**src/rtl/cam_if.sv**
```systemverilog
// Camera-side byte bus (OV7670-style).
//   cam_pclk  : pixel-byte clock
//   cam_vsync : frame sync, active high
//   cam_href  : active byte qualifier
//   cam_data  : byte data, RGB565 high byte first
// master drives the bus (pattern source), slave receives it (capture front-end).
interface cam_if;
    logic       cam_pclk;
    logic       cam_vsync;
    logic       cam_href;
    logic [7:0] cam_data;

    modport master (output cam_pclk, cam_vsync, cam_href, cam_data);
    modport slave  (input  cam_pclk, cam_vsync, cam_href, cam_data);
endinterface

```
**src/rtl/cam_pattern_gen.sv**
```systemverilog
// Camera stimulus source: produces an OV7670-style RGB565 byte stream with
// configurable geometry, blanking and test pattern.
//   r_clk50m    : 50 MHz clock; cam_pclk runs at half this rate
//   reset_n     : asynchronous active-low reset
//   enable      : run request; checked in IDLE and at the end of each frame
//   mode        : 0 fixed, 1 colour bars, 2 ramp, 3 checker (latched per frame)
//   fixed_color : RGB565 value for mode 0 (latched per frame)
//   cam         : camera bus (master side)
//   frame_start : one-cycle pulse as each frame begins
//   frame_cnt   : number of frames started, wraps
module cam_pattern_gen #(
    parameter int H_ACTIVE = 640,
    parameter int V_ACTIVE = 480,
    parameter int H_BLANK  = 288,
    parameter int V_SYNC   = 3,
    parameter int V_BACK   = 17,
    parameter int V_FRONT  = 10
) (
    input  logic        r_clk50m,
    input  logic        reset_n,
    input  logic        enable,
    input  logic [1:0]  mode,
    input  logic [15:0] fixed_color,
    cam_if.master       cam,
    output logic        frame_start,
    output logic [15:0] frame_cnt
);

    localparam int L    = 2 * H_ACTIVE + H_BLANK;
    localparam int SW   = $clog2(L);
    localparam int LMX0 = (V_SYNC > V_BACK) ? V_SYNC : V_BACK;
    localparam int LMX1 = (V_ACTIVE > V_FRONT) ? V_ACTIVE : V_FRONT;
    localparam int LMAX = (LMX0 > LMX1) ? LMX0 : LMX1;
    localparam int LW   = (LMAX > 1) ? $clog2(LMAX) : 1;
    localparam int BAR_W = H_ACTIVE / 8;

    localparam logic [SW-1:0] SLOT_LAST = SW'(L - 1);
    localparam logic [SW-1:0] HREF_END  = SW'(2 * H_ACTIVE);
    // Zero-length phases are skipped, so their "last line" value is never used.
    localparam logic [LW-1:0] VS_LAST = LW'(V_SYNC - 1);
    localparam logic [LW-1:0] VB_LAST = LW'(((V_BACK > 0) ? V_BACK : 1) - 1);
    localparam logic [LW-1:0] VA_LAST = LW'(V_ACTIVE - 1);
    localparam logic [LW-1:0] VF_LAST = LW'(((V_FRONT > 0) ? V_FRONT : 1) - 1);

    typedef enum logic [2:0] {IDLE, VSYNC, VBACK, ACTIVE, VFRONT} state_t;

    state_t          state, state_nxt, after_front;
    logic            pclk_q;
    logic [SW-1:0]   slot_q;
    logic [LW-1:0]   line_q;
    logic [1:0]      mode_q;
    logic [15:0]     color_q;
    logic            line_end;
    logic            new_frame;

    // A line ends on the pclk 1->0 cycle of the last slot.
    assign line_end  = pclk_q && (slot_q == SLOT_LAST);
    assign new_frame = (state_nxt == VSYNC) && (state != VSYNC);

    // ---------------- state register ----------------
    always_ff @(posedge r_clk50m or negedge reset_n) begin
        if (!reset_n) state <= IDLE;
        else          state <= state_nxt;
    end

    // ---------------- next-state ----------------
    always_comb begin
        state_nxt   = state;
        after_front = enable ? VSYNC : IDLE;
        case (state)
            IDLE:   if (enable) state_nxt = VSYNC;
            VSYNC:  if (line_end && line_q == VS_LAST)
                        state_nxt = (V_BACK > 0) ? VBACK : ACTIVE;
            VBACK:  if (line_end && line_q == VB_LAST) state_nxt = ACTIVE;
            ACTIVE: if (line_end && line_q == VA_LAST)
                        state_nxt = (V_FRONT > 0) ? VFRONT : after_front;
            VFRONT: if (line_end && line_q == VF_LAST) state_nxt = after_front;
            default: state_nxt = IDLE;
        endcase
    end

    // ---------------- counters, pclk, frame bookkeeping ----------------
    always_ff @(posedge r_clk50m or negedge reset_n) begin
        if (!reset_n) begin
            pclk_q      <= 1'b0;
            slot_q      <= '0;
            line_q      <= '0;
            mode_q      <= 2'd0;
            color_q     <= 16'h0000;
            frame_start <= 1'b0;
            frame_cnt   <= 16'h0000;
        end else begin
            frame_start <= new_frame;
            if (new_frame) begin
                frame_cnt <= frame_cnt + 16'd1;
                mode_q    <= mode;
                color_q   <= fixed_color;
            end
            if (state == IDLE || state_nxt == IDLE) begin
                // Leaving IDLE starts the frame in the pclk-low half of slot 0.
                pclk_q <= 1'b0;
                slot_q <= '0;
                line_q <= '0;
            end else begin
                pclk_q <= ~pclk_q;
                if (pclk_q) begin
                    if (slot_q == SLOT_LAST) begin
                        slot_q <= '0;
                        line_q <= (state_nxt != state) ? '0 : line_q + LW'(1);
                    end else begin
                        slot_q <= slot_q + SW'(1);
                    end
                end
            end
        end
    end

    // ---------------- outputs ----------------
    // Everything below decodes registers that only change on the pclk
    // falling cycle, so bus values are stable across the rising pclk edge.
    logic [15:0] px;
    logic [2:0]  bar;
    logic        chk;
    logic [15:0] pix;
    logic        href;
    logic [7:0]  data;

    always_comb begin
        px   = 16'(slot_q >> 1);
        bar  = 3'(px / 16'(BAR_W));
        chk  = 1'(((16'(slot_q) >> 4) ^ (16'(line_q) >> 3)) & 16'h0001);
        case (mode_q)
            2'd0: pix = color_q;
            2'd1: begin
                case (bar)
                    3'd0:    pix = 16'hFFFF;
                    3'd1:    pix = 16'hFFE0;
                    3'd2:    pix = 16'h07FF;
                    3'd3:    pix = 16'h07E0;
                    3'd4:    pix = 16'hF81F;
                    3'd5:    pix = 16'hF800;
                    3'd6:    pix = 16'h001F;
                    default: pix = 16'h0000;
                endcase
            end
            2'd2:    pix = {px[4:0], px[5:0], px[4:0]};
            default: pix = chk ? 16'hFFFF : 16'h0000;
        endcase
        href = (state == ACTIVE) && (slot_q < HREF_END);
        data = 8'h00;
        if (href) data = slot_q[0] ? pix[7:0] : pix[15:8];
    end

    assign cam.cam_pclk  = pclk_q;
    assign cam.cam_vsync = (state == VSYNC);
    assign cam.cam_href  = href;
    assign cam.cam_data  = data;

endmodule

```
**src/flat_wrapper.sv**
```systemverilog
// flat-port wrapper written by rule: the top's interface ports become plain ports
module cam_pattern_gen_flat 
#(
    parameter int H_ACTIVE = 640,
    parameter int V_ACTIVE = 480,
    parameter int H_BLANK  = 288,
    parameter int V_SYNC   = 3,
    parameter int V_BACK   = 17,
    parameter int V_FRONT  = 10
)
  (r_clk50m, reset_n, enable, mode, fixed_color, frame_start, frame_cnt, cam_cam_pclk, cam_cam_vsync, cam_cam_href, cam_cam_data);
  cam_if cam_i ();
  input  logic r_clk50m;
  input  logic reset_n;
  input  logic enable;
  input  logic [1:0] mode;
  input  logic [15:0] fixed_color;
  output logic frame_start;
  output logic [15:0] frame_cnt;
  output wire logic [$bits(cam_i.cam_pclk)-1:0] cam_cam_pclk;
  output wire logic [$bits(cam_i.cam_vsync)-1:0] cam_cam_vsync;
  output wire logic [$bits(cam_i.cam_href)-1:0] cam_cam_href;
  output wire logic [$bits(cam_i.cam_data)-1:0] cam_cam_data;
  assign cam_cam_pclk = cam_i.cam_pclk;
  assign cam_cam_vsync = cam_i.cam_vsync;
  assign cam_cam_href = cam_i.cam_href;
  assign cam_cam_data = cam_i.cam_data;
  cam_pattern_gen #(.H_ACTIVE(H_ACTIVE), .V_ACTIVE(V_ACTIVE), .H_BLANK(H_BLANK), .V_SYNC(V_SYNC), .V_BACK(V_BACK), .V_FRONT(V_FRONT)) u_core (.r_clk50m(r_clk50m), .reset_n(reset_n), .enable(enable), .mode(mode), .fixed_color(fixed_color), .cam(cam_i), .frame_start(frame_start), .frame_cnt(frame_cnt));
endmodule
```
**config.mk**
```make
export PLATFORM = sky130hd
export DESIGN_NAME = cam_pattern_gen_flat
export DESIGN_NICKNAME = d
export VERILOG_FILES = /design/src/rtl/cam_if.sv /design/src/rtl/cam_pattern_gen.sv /design/src/flat_wrapper.sv
export SDC_FILE = /design/constraint.sdc
export NUM_CORES = 1
export LEC_CHECK = 0
export ABC_CLOCK_PERIOD_IN_PS = 2000
export CAP_MARGIN = 20
export CORE_MARGIN = 2
export CORE_UTILIZATION = 50
export DETAILED_ROUTE_END_ITERATION = 6
export PLACE_DENSITY = 0.79
export SETUP_SLACK_MARGIN = 0.4
export SLEW_MARGIN = 5
export SYNTH_ARGS = -nofsm -noshare
export SYNTH_HDL_FRONTEND = slang
export SYNTH_SLANG_ARGS = --single-unit
```
**constraint.sdc**
```tcl
create_clock -name r_clk50m -period 2 [get_ports r_clk50m]
set_input_delay 0.3 -clock r_clk50m [delete_from_list [all_inputs] [get_ports r_clk50m]]
set_output_delay 0.3 -clock r_clk50m [all_outputs]
set_load 0.03 [all_outputs]
```
== Word-level counts from Yosys, hierarchy flattened ==
Index checks and enable logic that the tools add are counted.

* Register bits after elaboration: 59
* Input bits: 21
* Output and inout port bits: 28

* Add/sub/neg operators: 3
* Divide/modulo/power cells: 1
* Magnitude comparators: 1
* Eq/ne operators: 20
* Mux-type cells: 20
* Bitwise gates (word level): 2
* Reductions and logical operators: 15

{| class="wikitable"
|+ Operators with widths
! cell !! count
|-
| $pmux W16 S7 || 1
|-
| $pmux W16 S3 || 1
|-
| $mux W9 || 4
|-
| $mux W11 || 3
|-
| $add A16 B1 Y16 const B || 1
|-
| $div A10 B7 Y16 const B || 1
|-
| $mux W16 || 1
|-
| $mux W8 || 2
|-
| $mux W3 || 5
|-
| $pmux W3 S5 || 1
|-
| $eq A3 B2 Y1 const B || 4
|-
| $eq A3 B3 Y1 const B || 4
|-
| $add A11 B1 Y11 const B || 1
|-
| $eq A11 B11 Y1 const B || 1
|-
| $lt A11 B11 Y1 const B || 1
|-
| $add A9 B1 Y9 const B || 1
|-
| $eq A3 B1 Y1 const B || 3
|-
| $eq A9 B2 Y1 const B || 1
|-
| $eq A9 B4 Y1 const B || 1
|-
| $eq A9 B5 Y1 const B || 1
|-
| $eq A9 B9 Y1 const B || 1
|-
| $logic_not A3 Y1 || 3
|-
| $logic_and A1 B1 Y1 || 7
|-
| $reduce_bool A2 Y1 || 2
|-
| 10 further kinds || 11
|}

== Logic depth before layout (Yosys ltp) ==
Gate-level depths: netlist of run 1.

* Depth in word-level cells: 10
* Gate-level depth with buffers: 9
* Mapped depth without buffers: 8

== Least setup slack after synthesis of run 1 ==
Ideal clock, no wire load.

* Path kind: register to output
* From: reg u_core.slot_q[8]
* To: out cam_cam_data[0]
* Arrival: 1.799 ns
* Data required time: 1.700 ns
* Slack: -0.099 ns
* Stages on the path, launching flop included: 7
* Path buffers: 1
* Cells stage by stage: dfrtp_1 -> clkbuf_1 -> o21ai_0 -> and3_1 -> and2_1 -> o31a_1 -> o211a_1

* Elaborated cells on any way between the ends: 14

{| class="wikitable"
|+ RTL lines
! item !! line !! text
|-
| start, declared || cam_pattern_gen.sv:49 || <nowiki>logic [SW-1:0] slot_q;</nowiki>
|-
| start signal, assigned || cam_pattern_gen.sv:111 || <nowiki>slot_q <= slot_q + SW'(1);</nowiki>
|-
| $lt A11 B11 Y1 || cam_pattern_gen.sv:149 || <nowiki>href = (state == ACTIVE) && (slot_q < HREF_END);</nowiki>
|-
| $logic_and A1 B1 Y1 || cam_pattern_gen.sv:149 ||
|-
| via cam_cam_href || flat_wrapper.sv:22 || <nowiki>output wire logic [$bits(cam_i.cam_href)-1:0] cam_cam_href;</nowiki>
|-
| $mux W8 || cam_pattern_gen.sv:151 || <nowiki>if (href) data = slot_q[0] ? pix[7:0] : pix[15:8];</nowiki>
|-
| end, declared || flat_wrapper.sv:23 || <nowiki>output wire logic [$bits(cam_i.cam_data)-1:0] cam_cam_data;</nowiki>
|}

The timed path passes the listed nets, and every way through them passes these cells.

== Worst setup path after layout of run 1 ==
* From: reg u_core.slot_q[7]
* To: out cam_cam_data[3]

* Cells in the longest elaborated chain, start to end: 6
* Elaborated cells on any way between the ends: 14

{| class="wikitable"
|+ RTL lines
! item !! line !! text
|-
| $div A10 B7 Y16 || cam_pattern_gen.sv:130 || <nowiki>bar = 3'(px / 16'(BAR_W));</nowiki>
|-
| $eq A3 B3 Y1, or another cell as far along || cam_pattern_gen.sv:135 || <nowiki>case (bar)</nowiki>
|-
| $pmux W16 S7 || cam_pattern_gen.sv:135 ||
|-
| $pmux W16 S3 || cam_pattern_gen.sv:132 || <nowiki>case (mode_q)</nowiki>
|-
| $mux W8 || cam_pattern_gen.sv:151 ||
|-
| $mux W8 * || cam_pattern_gen.sv:151 ||
|}

Mark *: on every way between the ends. The rest lies on a longest branch, timed or not.

==> out/results.txt, run 1 <==
The number of register bits inferred by synthesis was 59. Of all nets on the critical path, the largest fanout is 9. At the end of routability-driven placement, the weighted congestion stood at 0.849. The area of combinational cells with multiple inputs is 2370 sq um. After detailed routing, the met3 layer carries 600 um of wire.

After detailed routing, the total wire length is 11300 um. The cell count after synthesis came out at 360. The finished cells cover 5550 sq um.

The antenna diode instance count is 0, and the proportion of layout cells with a drive suffix above 1 is 43.0%. The number of DRC violations after detailed routing came out at 0. Counting flops with an async set or reset pin after synthesis yields a share of 100%. The part of the total power dissipated in combinational logic was 35.6%; the post-route clock period utilization was 127%. Across all hold checks on the routed design, the worst slack comes to 0.473 ns.

The depth of the CTS H-tree came out at 3. For the placed wire-length estimate after detailed placement, the log shows 6530 um. The number of antenna violations at the first check in global routing is 0.

Setup repair after global routing could not meet its margin everywhere. Floorplan die width: 87.9 um. The logs give 9 for the number of buffers created by CTS and 0 for the number of pins exceeding their max-slew limit in the final report.

The type of destination of the critical path was a primary output. The cell area after technology mapping is 3520 sq um. TritonCTS built the clock tree. Power spread over the standard cell area amounts to 740 nW/um^2. The type of the most critical hold path was register to register. In this run the tightest slew margin relative to its limit is 67.0%. The number of setup violations in the final report came out at 65.

Yosys attributes the largest share of cell area to sky130_fd_sc_hd__dfrtp_1 42%, sky130_fd_sc_hd__mux2_2 6.4%, sky130_fd_sc_hd__nor2_1 3.6%. Via count of the first global-routing pass: 3531. The clock group share of total power was 24.2%.

For the largest net degree at the start of global routing, the log shows 36. In the final layout, flip-flops and latches occupy 1480 sq um. The tool flagged a number of max-cap violations equal to 0. The core footprint was 6790 sq um. The number of unique standard cell types used by synthesis was 58. In this run the count of I/O pins placed on the die edge is 49. For the number of nets in the finished design, the log shows 520.

Of the post-synthesis cell area, the dominant cell type holds 42.0%. The post-route minimum period was 2.54 ns; the arrival time reported for the critical path endpoint was 2.24 ns. Count of buffers from port buffering: 48. Clock-pin slew was measured on the worst setup and hold paths at 0.07 ns. The first-pass GRT wire length came out at 17100 um. The critical path launch point type is a register. For the amount of wire on met2 after detailed routing, the log shows 5830 um. The run gives 1520 uW as the net switching power. For the setup slack after layout, the log shows -0.543 ns. Summed over all cells, the static leakage comes to 0.00246 uW.

Uppermost layer routed: met4. In the routed layout, each cell is associated on average with a via count of 5.76. The final route contains 3424 vias. Summing internal, switching and leakage power gives 4100 uW.

At the end of the flow the core is filled with cells to 81.7%. The share of total power dissipated in sequential elements is 40.2%. During synthesis, Yosys emitted a total of 0 warnings.

The count of fill cells added during filler insertion was 350. The per-cell routed wire length is 19.0 um. The cell sitting at the root of the clock tree is a sky130_fd_sc_hd__clkbuf_8.

The sum of routed wire segments on met1 came out at 4500 um. The post-synthesis cell type with the largest combined area was sky130_fd_sc_hd__dfrtp_1. The initial utilization of the core area, before any placement, comes to 51.8%. For the proportion of synthesized chip area in sequential cells, the log shows 42.0%. The number of rows in the core area was 30; the number of nets in the synthesized netlist was 387. Derived from the worst setup path, the maximum achievable clock frequency is 393 MHz. Counting along the longest clock path gives a buffer depth of 2.

The total track usage came out at 28.5%. The most common cell in the synthesized netlist is sky130_fd_sc_hd__dfrtp_1. At the worst endpoint, the required time is 1.70 ns. The number of flops mapped to enable cells by yosys works out to 0.

For the number of iterations in the first detailed-routing pass, the log shows 5. The slew at the pin closest to its max-slew limit was 0.494 ns; the clock latency on the worst-skew pair was 0.34 ns. The tree built by TritonCTS fans out to 59 sinks.

The run gives 0.0150 ns as the final clock skew. The detailed router finished its first iteration with 238 violations. Overall die height: 87.9 um. The number of nets with antenna violations after detailed routing was 0. The worst setup path category is register to primary output. The flow ran to the end, but the final reports show violations. Across all register-to-register paths, the minimum setup slack is -0.35 ns. The mean post-synth cell area is 9.77 sq um.

Hold violation total from the final report: 0. In this run the cell area measured after placement is 4760 sq um. Net switching is 37.0% of the power. The internal portion of the total power is 2580 uW.

Compared with the post-synthesis result, the final layout area differs by 57.7%. The primary flip-flop cell chosen by synthesis mapping is sky130_fd_sc_hd__dfrtp_1. The checks that failed: setup timing.

The floorplan step defined a die boundary enclosing 7720 sq um. The total overflow left after global routing is 0. By count the netlist is led by 59 x sky130_fd_sc_hd__dfrtp_1, 34 x sky130_fd_sc_hd__nor2_1, 25 x sky130_fd_sc_hd__nand3_1. The run gives 0.716 mV as the highest ir drop seen on vdd.
## critical path, cell delays in order, from the launching register on
cell and delay (ns):
sky130_fd_sc_hd__dfrtp_1 0.60, sky130_fd_sc_hd__buf_4 0.23, sky130_fd_sc_hd__nor3_1 0.06, sky130_fd_sc_hd__nor2_1 0.17, sky130_fd_sc_hd__o311ai_2 0.16, sky130_fd_sc_hd__a21o_2 0.28, sky130_fd_sc_hd__o211a_4 0.26, sky130_fd_sc_hd__buf_6 0.14
## sequential cells by signal, indices dropped and copies added, names as in the netlist
name and count:
u_core.color_q 16, u_core.frame_cnt 16, u_core.slot_q 11, u_core.line_q 9
u_core.state 3, u_core.mode_q 2, u_core.cam.cam_pclk 1, u_core.frame_start 1
## layer usage
layer | global-route usage [%] | vias to the layer above
met2 | 49.5 | 159
li1 | - | 1570
met5 | 0 | -
met3 | 5.00 | 46
met1 | 35.7 | 1649
met4 | 9.65 | 0
## cell usage in the layout, fill, tap and decap left out, drive strengths merged, types with 6 or more instances in the layout
cell,netlist,layout
mux2,20,20
clkbuf,11,12
o21ai,8,8
xnor2,14,14
xor2,10,10
inv,7,8
dlygate4sd2,0,16
nand4,12,12
nor2,34,34
nand2,24,24
buf,12,106
nand3,26,26
and3,8,8
nand2b,20,20
dfrtp,59,59
nor3,9,9
clkdlybuf4s50,0,19
ha,6,6
a21oi,16,16
## area by class of cell
cell class | count | share of cell area (%)
timing repair buffer | 145 | 24.8
sequential | 59 | 26.7
inverter | 7 | 0.474
tap | 96 | 2.17
clock buffer | 11 | 2.55
clock inverter | 5 | 0.677
multi-input combinational | 271 | 42.7
## power groups by stage
| stage | Clock, uW | Sequential [uW] | Combinational (uW) |
|---|---|---|---|
| after floorplan | 0 | 1670 | 766 |
| after global placement | 0 | 1620 | 1240 |
| after detailed placement | 0 | 1630 | 1270 |
| after CTS | 1010 | 1620 | 1330 |
| after global routing | 1070 | 1670 | 1540 |
| final | 993 | 1650 | 1460 |
## stage by stage
stage                     setup slack (ns)  TNS [ns]  std cells
after floorplan                     0.0228         0        360
after global placement              -0.155     -5.24        552
after detailed placement            -0.231     -7.30        552
after CTS                           -0.478    -10.29        587
after global routing                -0.620    -23.20        594
final                               -0.543    -18.25        594
## path summary, 6_finish.rpt
| kind | start | end | cells past startpoint |
|---|---|---|---|
| max | u_core.slot_q[7] | cam_cam_data[3] | 7 |
| max in group asynchronous | reset_n | u_core.color_q[1] | 3 |
| max reg2reg | u_core.slot_q[6] | u_core.state[0] | 11 |
| min in group asynchronous | reset_n | u_core.slot_q[0] | 3 |
| min reg2reg | u_core.frame_cnt[15] | u_core.frame_cnt[15] | 1 |
| min | u_core.frame_cnt[15] | u_core.frame_cnt[15] | 1 |
## cell families (layout without fill, tap and decap cells)
logic type / count (synthesis) / count (layout) / synth area share, %
DFF: 59 / 59 / 42.0
buffers and inverters: 30 / 168 / 3.66
xor gates and xnor gates: 24 / 24 / 5.98
adders and majority gates: 7 / 7 / 2.42
AOI/OAI and AO/OA: 59 / 59 / 13.6
and+or+nand+nor: 160 / 160 / 25.7
muxes: 21 / 21 / 6.69
## repair_timing
action	CTS	global route
gates cloned	2	0
hold buffers	1	0
resized for setup	79	38
setup endpoints to repair	85	71
hold endpoints to repair	24	0
buffers inserted	16	7
pin swaps	29	23
No activity file was read; power rests on OpenSTA's default activity.
==> inputs of run 2 (changes only) <==
ABC_CLOCK_PERIOD_IN_PS = not set   (was 2000)
==> results of run 2 <==
No change in the layout: final DEF, timing and power equal those of run 1.
==> RTL change 1 (config.mk and constraints of run 1) <==
Encoding of `state_t`: now one-hot (5 bits for 5 states).
--- a/src/rtl/cam_pattern_gen.sv
+++ b/src/rtl/cam_pattern_gen.sv
@@ -44,3 +44,3 @@
 
-    typedef enum logic [2:0] {IDLE, VSYNC, VBACK, ACTIVE, VFRONT} state_t;
+    typedef enum logic [4:0] {IDLE = 5'b00001, VSYNC = 5'b00010, VBACK = 5'b00100, ACTIVE = 5'b01000, VFRONT = 5'b10000} state_t;
 
Formal check against the unedited RTL: no difference found for any inputs over 10 cycles, from zero or initial values and one cycle with reset_n low; not proved beyond that.
==> RTL change 1 against run 1 <==
The run still ends with negative setup slack left; synthesized area is 8.2% higher; highest routed layer unchanged; setup slack worse by 360 ps; sequential power is 8% higher; clock power grew 30%; power up 42%; sequential cell count increased by 2; cell area up 13%; cell count up 6.2%; combinational power rose by 89%; wire length is 30% higher.
==> RTL change 1: results (changes against run 1) <==
stage	metric	value	unit	change
synth	Area contributors post-synth	dfrtp_1 (39%), mux2i_1 (5.3%), mux2_2 (5.0%)		
grt	first-pass GRT wire length	19.0	mm	+11%
synth	Net Count, Synth	406		+4.9%
placement	RD Place Congestion	0.874		+3.0%
clock_network	Worst-path clk slew	90	ps	+20 ps
placement	Detail Placement HPWL	7.55	mm	+16%
sta	slew margin rel.	0.664		-0.00622
critical_path	Reg2Reg Depth	12		+1
critical_path	critical path arrival	2600	ps	+360 ps
detailed_routing	wire length on met1	5.50	mm	+22%
synth	synth cell count leaders	dfrtp_1 (60), nand3_1 (29), nor2_1 (29)		
final_layout	final net count	554		+6.5%
critical_path	crit-path max cell delay	460	ps	-140 ps
detailed_routing	Final Routed Wirelength	14.7	mm	+30%
sta	worst clock skew	13.5	ps	-1.50 ps
critical_path	CP Max Fanout	5		-4
power	peak supply drop	781	uV	+9.0%
critical_path	setup slack, reg-to-reg	-610	ps	-260 ps
grt	largest net degree at the start of global routing	42		+17%
sta	Final setup viols	69		+6.2%
synth	Synth cell types	73		+26%
placement	placed insts	585		+6.0%
placement	Post-Place Cell Area	0.00512	mm^2	+7.6%
sta	worst setup margin	-900	ps	-357 ps
detailed_routing	met3 WL	836	um	+39%
synth	sequential-to-total area share from yosys stat	0.401		-0.0184
final_layout	layout cells sized above 1	0.483		+0.0534
synth	Avg Cell Area, Syn	10.0	um^2	+2.8%
clock_network	worst skew pair latency	360	ps	+20 ps
sta	setup tns final	-32010	ps	-13,760 ps
detailed_routing	met2 wire length	7.48	mm	+28%
critical_path	slowest CP cell	dfrtp_2		
outcome	failing checks	negative setup slack		
power	Leakage	2.75	nW	+12%
critical_path	Reg-to-Reg Start	u_core.slot_q[7]$_DFFE_PN0N_		
detailed_routing	routed length per instance	23.3	um	+22%
detailed_routing	max layer used	met4		
worst_hold_path	hold crit path type	primary input to asynchronous set/reset pin		
critical_path	reg-to-reg critical path endpoint	u_core.line_q[4]$_DFFE_PN0P_		
power	sw frac	0.388		+0.0180
grt	vias in the first global route	3776		+6.9%
grt	GRT Total Usage	0.292		+0.00723
outcome	status	complete, but fails checks		
[RTL change 1: worst min path at each step]
stage                                           from  slack, ps  depth (start not counted)                               end
CTS                                          reset_n        450                          2     u_core.color_q[6]$_DFFE_PN0P_
global placement                             reset_n        290                          1     u_core.color_q[7]$_DFFE_PN0P_
detailed placement                           reset_n        290                          1     u_core.color_q[5]$_DFFE_PN0P_
floorplan                                    reset_n          4                          0     u_core.cam.cam_pclk$_DFF_PN0_
global route        u_core.frame_cnt[15]$_DFFE_PN0P_        490                          1  u_core.frame_cnt[15]$_DFFE_PN0P_
finish                                       reset_n        450                          2    u_core.color_q[10]$_DFFE_PN0P_
[RTL change 1: logic make-up after synthesis]
family	synth area share
xor+xnor	0.0575
buf+inv	0.0470
simple gates	0.237
flops	0.401
fa+ha+maj	0.0197
mux	0.103
compound gates	0.134
[RTL change 1: metal layers]
metal	global-route usage	vias up
met5	0	-
met3	0.0548	83
li1	-	1695
met2	0.533	233
met4	0.121	0
met1	0.333	1963
[RTL change 1: layout make-up]
cell class | instances | area [um^2]
repair buffers | 160 | 1560
clock buffers | 9 | 124
well taps | 99 | 124
clock inverters | 7 | 97.6
flip-flops and latches | 61 | 1530
multi-input cells | 284 | 2770
inverters | 11 | 41.3
fillers | 326 | 1080
[RTL change 1: repair_timing]
item,CTS,global route
endpoints found under the hold margin,20,0
endpoints found under the setup margin,89,72
hold buffers,1,0
resized for setup,100,87
gates cloned,2,1
pin swaps,15,38
buffers inserted,12,14
[RTL change 1: power groups by stage]
stage,registers [mW],logic [mW],clock network [mW]
6_report,1.78,2.76,1.29
5_1_grt,1.79,2.87,1.33
4_1_cts,1.74,2.28,1.27
3_5_place_dp,1.75,1.99,0
3_3_place_gp,1.73,1.93,0
2_1_floorplan,1.82,1.21,0
==> RTL change 2 (config.mk and constraints of run 1) <==
Without the edit above. `H_BLANK` is set to 288 in 2 places; all go to 576.
--- a/src/rtl/cam_pattern_gen.sv
+++ b/src/rtl/cam_pattern_gen.sv
@@ -13,3 +13,3 @@
     parameter int V_ACTIVE = 480,
-    parameter int H_BLANK  = 288,
+    parameter int H_BLANK  = 576,
     parameter int V_SYNC   = 3,
--- a/src/flat_wrapper.sv
+++ b/src/flat_wrapper.sv
@@ -5,3 +5,3 @@
     parameter int V_ACTIVE = 480,
-    parameter int H_BLANK  = 288,
+    parameter int H_BLANK  = 576,
     parameter int V_SYNC   = 3,
Function: no difference found for any inputs over 10 cycles, from zero or initial values and one cycle with reset_n low; that may be too few to reach the edited logic, so the function may still have changed.
==> RTL change 2 against run 1 <==
The run still ends with negative setup slack left; power increased by 7.2%; setup slack got worse by 380 ps; synthesized cell count increased by 16%; sequential cell count unchanged; count of clock-buffer cells in the layout decreased by 2; synthesized area increased by 0.14%; wire length increased by 46%; cell area increased by 7.5%; critical endpoint is now cam_cam_data[2].
==> RTL change 2: results (changes against run 1) <==
stage	metric	value	unit	change
outcome	status	complete, but fails checks		
outcome	failing checks	negative setup slack		
detailed_routing	Vias/cell	6.59		+14%
critical_path	critical path arrival	2620	ps	+380 ps
critical_path	CP Max Fanout	18		+9
critical_path	CP endpoint	cam_cam_data[2]		
synth	Area contributors post-synth	dfrtp_1 (42%), nand2_1 (9.4%), nand2b_1 (4.4%)		
worst_hold_path	hold crit path type	primary input to asynchronous set/reset pin		
synth	Synth cell types	52		-10%
grt	GRT Total Usage	0.363		+0.0779
critical_path	Reg2Reg Depth	9		-2
clock_network	worst skew pair latency	370	ps	+30 ps
sta	worst setup margin	-918	ps	-375 ps
sta	pin slew with the least headroom to its limit	469	ps	-25.4 ps
power	peak supply drop	593	uV	-17%
grt	vias in the first global route	4076		+15%
final_layout	filler instances	270		-23%
placement	placed insts	613		+11%
power	Leakage	2.69	nW	+9.7%
sta	Final setup viols	68		+4.6%
sta	worst hold slack	473	ps	-0.331 ps
placement	Detail Placement HPWL	6.86	mm	+5.0%
placement	Place WS	-723	ps	-491 ps
synth	synth cell count leaders	nand2_1 (88), dfrtp_1 (59), a21oi_1 (28)		
final_layout	non-filler cells in the finished layout	667		+12%
placement	RD Place Congestion	0.950		+12%
placement	Post-Place Cell Area	0.00469	mm^2	-1.4%
synth	sequential-to-total area share from yosys stat	0.419		-0.000596
[RTL change 2: cell count changes after synthesis, sizes merged, moves of 5 or more]
cell	change
a21oi	+12
a31oi	+5
buf	-8
clkbuf	+9
mux2	-20
nand2	+64
nand2b	+5
nand4	-7
nor2	-16
nor4	+6
o211a	-5
o21ai	+7
o221a	+5
[RTL change 2: routing by layer]
layer	vias up	share of wire	GRT usage
li1	1769	-	-
met1	2071	0.34	0.446
met2	415	0.47	0.597
met3	143	0.11	0.0848
met4	0	0.076	0.180
met5	-	0	0
[RTL change 2: cell type report]
class | count | area share
clock inverter | 7 | 0.0208
timing repair buffer | 161 | 0.263
sequential | 59 | 0.248
tap | 96 | 0.0201
multi-input combinational | 324 | 0.420
inverter | 11 | 0.00839
clock buffer | 9 | 0.0208
[RTL change 2: power groups by stage]
stage	clock network, mW	registers [mW]	logic [mW]
CTS	1.38	1.56	1.14
finish	1.42	1.61	1.37
global placement	0	1.56	0.979
global route	1.47	1.61	1.44
detailed placement	0	1.57	1.01
floorplan	0	1.63	0.512
[RTL change 2: repair_timing]
| action | CTS | global route |
|---|---|---|
| hold endpoints to repair | 59 | 0 |
| pin swaps | 58 | 19 |
| buffers inserted | 17 | 14 |
| resized for setup | 129 | 60 |
| hold buffers | 1 | 0 |
| gates cloned | 4 | 2 |
| setup endpoints to repair | 87 | 72 |
[RTL change 2: logic make-up after synthesis]
group / synth area share
simple gates: 0.306
compound gates: 0.160
flops: 0.419
buf+inv: 0.0412
xor+xnor: 0.0472
fa+ha+maj: 0.0242
mux: 0.00284
[RTL change 2: critical path: stages (launching register included)]
cell	delay, ps
dfrtp_1	410
buf_4	230
a21oi_2	180
o21ai_1	130
a221oi_2	320
o22a_1	200
a21oi_2	70
o21ai_1	160
buf_4	200
o221a_4	220
buf_6	140
[RTL change 2: worst min path at each step]
stage / from / end / cells after the start
after floorplan: reset_n / u_core.cam.cam_pclk$_DFF_PN0_ / 0
after global placement: reset_n / u_core.line_q[4]$_DFFE_PN0P_ / 2
after detailed placement: reset_n / u_core.slot_q[2]$_DFFE_PN0N_ / 2
after CTS: fixed_color[9] / u_core.color_q[9]$_DFFE_PN0P_ / 3
after global routing: fixed_color[8] / u_core.color_q[8]$_DFFE_PN0P_ / 3
final: reset_n / u_core.line_q[7]$_DFFE_PN0P_ / 3
